[config.mk]
export PLATFORM = sky130hd
export DESIGN_NAME = i16_coef_loader
export DESIGN_NICKNAME = d
export VERILOG_FILES = /design/src/rtl/i16_coef_loader_pkg.sv /design/src/rtl/i16_coef_bank.sv /design/src/rtl/i16_coef_loader.sv
export SDC_FILE = /design/constraint.sdc
export NUM_CORES = 1
export LEC_CHECK = 0
export CORE_MARGIN = 1
export CORE_UTILIZATION = 40
export CTS_CLUSTER_SIZE = 24
export DETAILED_ROUTE_END_ITERATION = 16
export PLACE_DENSITY = 0.73
export SLEW_MARGIN = 0
export SYNTH_ARGS = -nofsm -noshare
export SYNTH_HDL_FRONTEND = slang
export SYNTH_SLANG_ARGS = --single-unit
[constraint.sdc]
create_clock -name clk -period 6.8 [get_ports clk]
set_input_delay 1.02 -clock clk [delete_from_list [all_inputs] [get_ports clk]]
set_output_delay 1.02 -clock clk [all_outputs]
set_load 0.1 [all_outputs]
[src/rtl/i16_coef_loader_pkg.sv]
// Shared constants and types for the biquad coefficient loader:
// coefficient addresses, pass-through reset values and FSM encoding.
package i16_coef_loader_pkg;

  localparam int COEF_NUM = 5;

  localparam logic [2:0] COEF_B0 = 3'd0;
  localparam logic [2:0] COEF_B1 = 3'd1;
  localparam logic [2:0] COEF_B2 = 3'd2;
  localparam logic [2:0] COEF_A1 = 3'd3;
  localparam logic [2:0] COEF_A2 = 3'd4;

  // Pass-through filter: b_0 = 1.0 in Q2.14, everything else zero.
  localparam logic [15:0] RST_B0 = 16'h4000;
  localparam logic [15:0] RST_B1 = 16'h0000;
  localparam logic [15:0] RST_B2 = 16'h0000;
  localparam logic [15:0] RST_A1 = 16'h0000;
  localparam logic [15:0] RST_A2 = 16'h0000;

  typedef logic [COEF_NUM-1:0][15:0] coef_bank_t;

  localparam coef_bank_t COEF_RESET = {RST_A2, RST_A1, RST_B2, RST_B1, RST_B0};

  typedef enum logic [1:0] {
    ST_IDLE  = 2'd0,
    ST_ARMED = 2'd1,
    ST_SWAP  = 2'd2
  } state_e;

  // True when the address selects one of the five coefficients.
  function automatic logic addr_legal(input logic [2:0] addr);
    return (addr <= COEF_A2);
  endfunction

endpackage

[src/rtl/i16_coef_bank.sv]
// Five-entry 16-bit coefficient register bank with a single-entry write
// port and a whole-bank parallel load. Parallel load has priority.
module i16_coef_bank
  import i16_coef_loader_pkg::*;
(
  input  logic        clk,
  input  logic        rst,
  input  logic        we,
  input  logic [2:0]  waddr,
  input  logic [15:0] wdata,
  input  logic        load,
  input  coef_bank_t  load_data,
  output coef_bank_t  regs
);

  coef_bank_t regs_q;
  coef_bank_t regs_d;

  // Next bank contents: full load, single legal write, or hold.
  always_comb begin
    regs_d = regs_q;
    if (load) begin
      regs_d = load_data;
    end else if (we && addr_legal(waddr)) begin
      for (int i = 0; i < COEF_NUM; i++) begin
        if (waddr == 3'(i)) begin
          regs_d[i] = wdata;
        end else begin
          regs_d[i] = regs_q[i];
        end
      end
    end else begin
      regs_d = regs_q;
    end
  end

  // Bank storage, reset to the pass-through coefficient set.
  always_ff @(posedge clk or posedge rst) begin
    if (rst) begin
      regs_q <= COEF_RESET;
    end else begin
      regs_q <= regs_d;
    end
  end

  assign regs = regs_q;

endmodule

[src/rtl/i16_coef_loader.sv]
// Double-buffered biquad coefficient loader. The host fills a shadow bank;
// a commit arms a swap that copies shadow to active on the next sample
// boundary, so the filter never sees a half-updated coefficient set.
module i16_coef_loader
  import i16_coef_loader_pkg::*;
(
  input  logic               clk,
  input  logic               rst,
  input  logic               wr_valid,
  output logic               wr_ready,
  input  logic [2:0]         wr_addr,
  input  logic [15:0]        wr_data,
  input  logic               commit,
  input  logic               sample_en,
  output logic signed [15:0] b_0,
  output logic signed [15:0] b_1,
  output logic signed [15:0] b_2,
  output logic signed [15:0] a_1,
  output logic signed [15:0] a_2,
  output logic               pending,
  output logic               swap_done,
  output logic               addr_err
);

  state_e     state_q;
  state_e     state_d;
  logic       wr_ready_q;
  logic       wr_ready_d;
  logic       pending_q;
  logic       pending_d;
  logic       swap_done_q;
  logic       swap_done_d;
  logic       addr_err_q;
  logic       addr_err_d;
  logic       wr_fire_s;
  logic       swap_go_s;
  coef_bank_t shadow_regs;
  coef_bank_t active_regs;

  // Handshake and swap qualification; a swap needs ARMED, which is only
  // reached on the edge after COMMIT, so a coincident strobe cannot fire.
  always_comb begin
    wr_fire_s  = wr_valid & wr_ready_q;
    swap_go_s  = (state_q == ST_ARMED) & sample_en;
    addr_err_d = wr_fire_s & ~addr_legal(wr_addr);
  end

  // Next-state logic and the registered status outputs derived from it.
  always_comb begin
    state_d = state_q;
    case (state_q)
      ST_IDLE: begin
        if (commit) begin
          state_d = ST_ARMED;
        end else begin
          state_d = ST_IDLE;
        end
      end
      ST_ARMED: begin
        if (sample_en) begin
          state_d = ST_SWAP;
        end else begin
          state_d = ST_ARMED;
        end
      end
      ST_SWAP: begin
        state_d = ST_IDLE;
      end
      default: begin
        state_d = ST_IDLE;
      end
    endcase
    wr_ready_d  = (state_d == ST_IDLE);
    pending_d   = (state_d == ST_ARMED);
    swap_done_d = swap_go_s;
  end

  // Control FSM state and registered status outputs.
  always_ff @(posedge clk or posedge rst) begin
    if (rst) begin
      state_q     <= ST_IDLE;
      wr_ready_q  <= 1'b0;
      pending_q   <= 1'b0;
      swap_done_q <= 1'b0;
      addr_err_q  <= 1'b0;
    end else begin
      state_q     <= state_d;
      wr_ready_q  <= wr_ready_d;
      pending_q   <= pending_d;
      swap_done_q <= swap_done_d;
      addr_err_q  <= addr_err_d;
    end
  end

  i16_coef_bank u_shadow (
    .clk       (clk),
    .rst       (rst),
    .we        (wr_fire_s),
    .waddr     (wr_addr),
    .wdata     (wr_data),
    .load      (1'b0),
    .load_data ({COEF_NUM{16'h0000}}),
    .regs      (shadow_regs)
  );

  i16_coef_bank u_active (
    .clk       (clk),
    .rst       (rst),
    .we        (1'b0),
    .waddr     (3'd0),
    .wdata     (16'h0000),
    .load      (swap_go_s),
    .load_data (shadow_regs),
    .regs      (active_regs)
  );

  assign b_0       = active_regs[COEF_B0];
  assign b_1       = active_regs[COEF_B1];
  assign b_2       = active_regs[COEF_B2];
  assign a_1       = active_regs[COEF_A1];
  assign a_2       = active_regs[COEF_A2];
  assign wr_ready  = wr_ready_q;
  assign pending   = pending_q;
  assign swap_done = swap_done_q;
  assign addr_err  = addr_err_q;

endmodule

==> results.ini <==
[setup_path]
critPathRequiredTime_ps = 5780
worstSetupStartpoint = u_active.regs[14]
cp_slowest_cell = clkdlybuf4s50_1
path_max_fanout = 2
end_kind = primary output
start_kind = flip-flop
path_class = flip-flop to primary output
reg2reg_from = wr_ready
worstPathCellList = clkdlybuf4s50_1
cpPeakStageDelay_ps = 1120
cp_top_family = buffers and inverters
cp.arrival_ps = 2060
cp_num_buf_inv = 1

[floorplanning]
die_h_um = 127.3
num_rows = 45
dieArea_um2 = 16200
design.core.area_um2 = 15260
initial_utilization_pct = 41.16
die_w_um = 127.3
ios = 108

[yosys]
synth_flop_cell = dfrtp_1
ys_seq_elements = 165
synth_nets = 381
synth_top_cell_area_share_pct = 64.95
syn_inst = 357
synth_commonest_cells = 163 x dfrtp_1, 130 x mux2_2, 30 x mux2_4
synth_edf_count = 0
synthesis.area_um2 = 6280
postSynth.asyncResetShare_pct = 100.0
ys.warnings.count = 0
synthTopCellsByArea = dfrtp_1 65%, mux2_2 23%, mux2_4 7.2%
synth_area_leader_cell = dfrtp_1
synth.most_common_cell = dfrtp_1
syn_area_per_cell_um2 = 17.59
synth.distinct_cells = 19
ys_seq_area_share_pct = 65.79

[sta]
worst_pin_slew_ps = 1091
relSlewSlack_pct = 27.24
rsz0062_at_grt = false
setup_violations = 0
max_clock_freq_mhz = 324.7
finalCritPeriodShare_pct = 45.29
skew_ps = 8.028
hold_viol_final = 0
final_max_slew_viol_count = 0
min_period_ps = 3080
setup_tns_ps = 0

[clock_network]
clk_pin_slew_ps = 60
cts_tree = yes
cts.sink_count = 165
postCtsSetupBuffers = 0
cts-root-buf = clkbuf_16
holdBufCountCts = 0
clk_path_buf_depth = 2
htree_levels = 4
cts_resized = 0
insertion_delay_ps = 410
numCtsBuffers = 17

[outcome]
outcome = finished clean

[global_routing]
grt_use_met1_pct = 20.92
grt_start_max_net_pins = 86
grt_pass1_vias = 3697
busiest_layer = met2
antenna_found_initial = 0
grt_use_met2_pct = 26.26
grt_use_total_pct = 16.31
grt-ovfl-total = 0
grt_pass1_wl_um = 19740
grt_use_met3_pct = 5.235

[worst_hold_path]
hold_start = u_shadow.regs[8]
worstHoldPathType = flip-flop to flip-flop

[drt]
vias = 3297
drt_iter0_markers = 119
via_per_inst = 4.764
drc_errors = 0
drt_wl_total_um = 12000
ant_nets = 0
drt_pass1_iterations = 4
post_drt_wl_per_cell_um = 17.35

[layout]
area.growth.synth_to_final_pct = 28.89
drive_gt1_share_pct = 41.16
fin_nets = 493
diodes = 0
fillCellCount = 1261

[place]
port-buffer-count = 107
place_congestion = 0.7082
dp_hpwl_um = 7610

[flow_run]
drv_cap = 0

cell type report:
cell class              count  area, um^2  area share, %
clock buffers              21       460.4          5.689
clock inverters            10       130.1          1.608
inverters                   2       12.51         0.1546
multi-input cells         173        2002          24.73
flip-flops and latches    165        4131          51.04
well taps                 211       264.0          3.262
repair buffers            110        1094          13.51
metal layers:
metal / part of all wire (%) / routed length [um] / vias to the layer above
li1: - / - / 1480
met1: 46 / 5501 / 1731
met2: 49 / 5927 / 77
met3: 3.8 / 460 / 9
met4: 0.95 / 114 / 0
met5: 0 / 0 / -
worst register-to-register path: stages (launching register included):
cell	delay (ps)
dfrtp_1	390
and3b_2	240
and3b_1	850
mux2_2	420
cells by family after synthesis:
kind of cell           share of synthesized area, %
AOI/OAI and AO/OA                            0.2790
buffers and inverters                         2.331
DFF                                           65.79
muxes                                         30.48
and+or+nand+nor                               1.116
registers in the layout, indices dropped and copies added (netlist names):
register	count
addr_err	1
pending	1
state_q	2
u_active.regs	80
u_shadow.regs	80
wr_ready	1
stage by stage:
| stage | setup slack [ps] | hold WS [ps] | instance area, um^2 | utilization (%) | std cells |
|---|---|---|---|---|---|
| 2_1_floorplan | 1322 | 463.6 | 6280 | - | 357 |
| 3_3_place_gp | 3714 | 481.5 | 7503 | 49.18 | 661 |
| 3_5_place_dp | 3657 | 489.3 | 7503 | 49.18 | 661 |
| 4_1_cts | 3687 | 503.2 | 8094 | 53.05 | 692 |
| 5_1_grt | 3663 | 514.8 | 8094 | 53.05 | 692 |
| 6_report | 3720 | 499.8 | 8094 | 53.05 | 692 |
worst paths after layout:
kind | to | slack (ps) | depth (start not counted)
min reg2reg | u_active.regs[8] | 500 | 1
max in group asynchronous | u_active.regs[6] | 4180 | 3
max reg2reg | u_shadow.regs[45] | 4790 | 3
min | u_active.regs[8] | 500 | 1
max | b_0[14] | 3720 | 1
min in group asynchronous | u_active.regs[60] | 1100 | 2
layout by cell type (no fill, tap or decap):
master           count
clkinvlp_4           2
dfstp_2              2
or3_1                1
inv_1                1
bufinv_16            3
and3b_2              1
clkbuf_16           17
clkdlybuf4s50_1    107
nand3b_1             1
buf_4                3
nand3_1              1
mux2_4              30
and3b_1              2
dfrtp_1            163
o21bai_1             1
clkbuf_8             2
a21oi_1              2
nand2_2              1
inv_6                1
clkinv_2             5
nand3_2              1
mux2_2             130
clkbuf_1             2
nor2_1               2
Power is not shown: default switching activity piles up to over one toggle a cycle in this logic, so the estimate is an artifact.
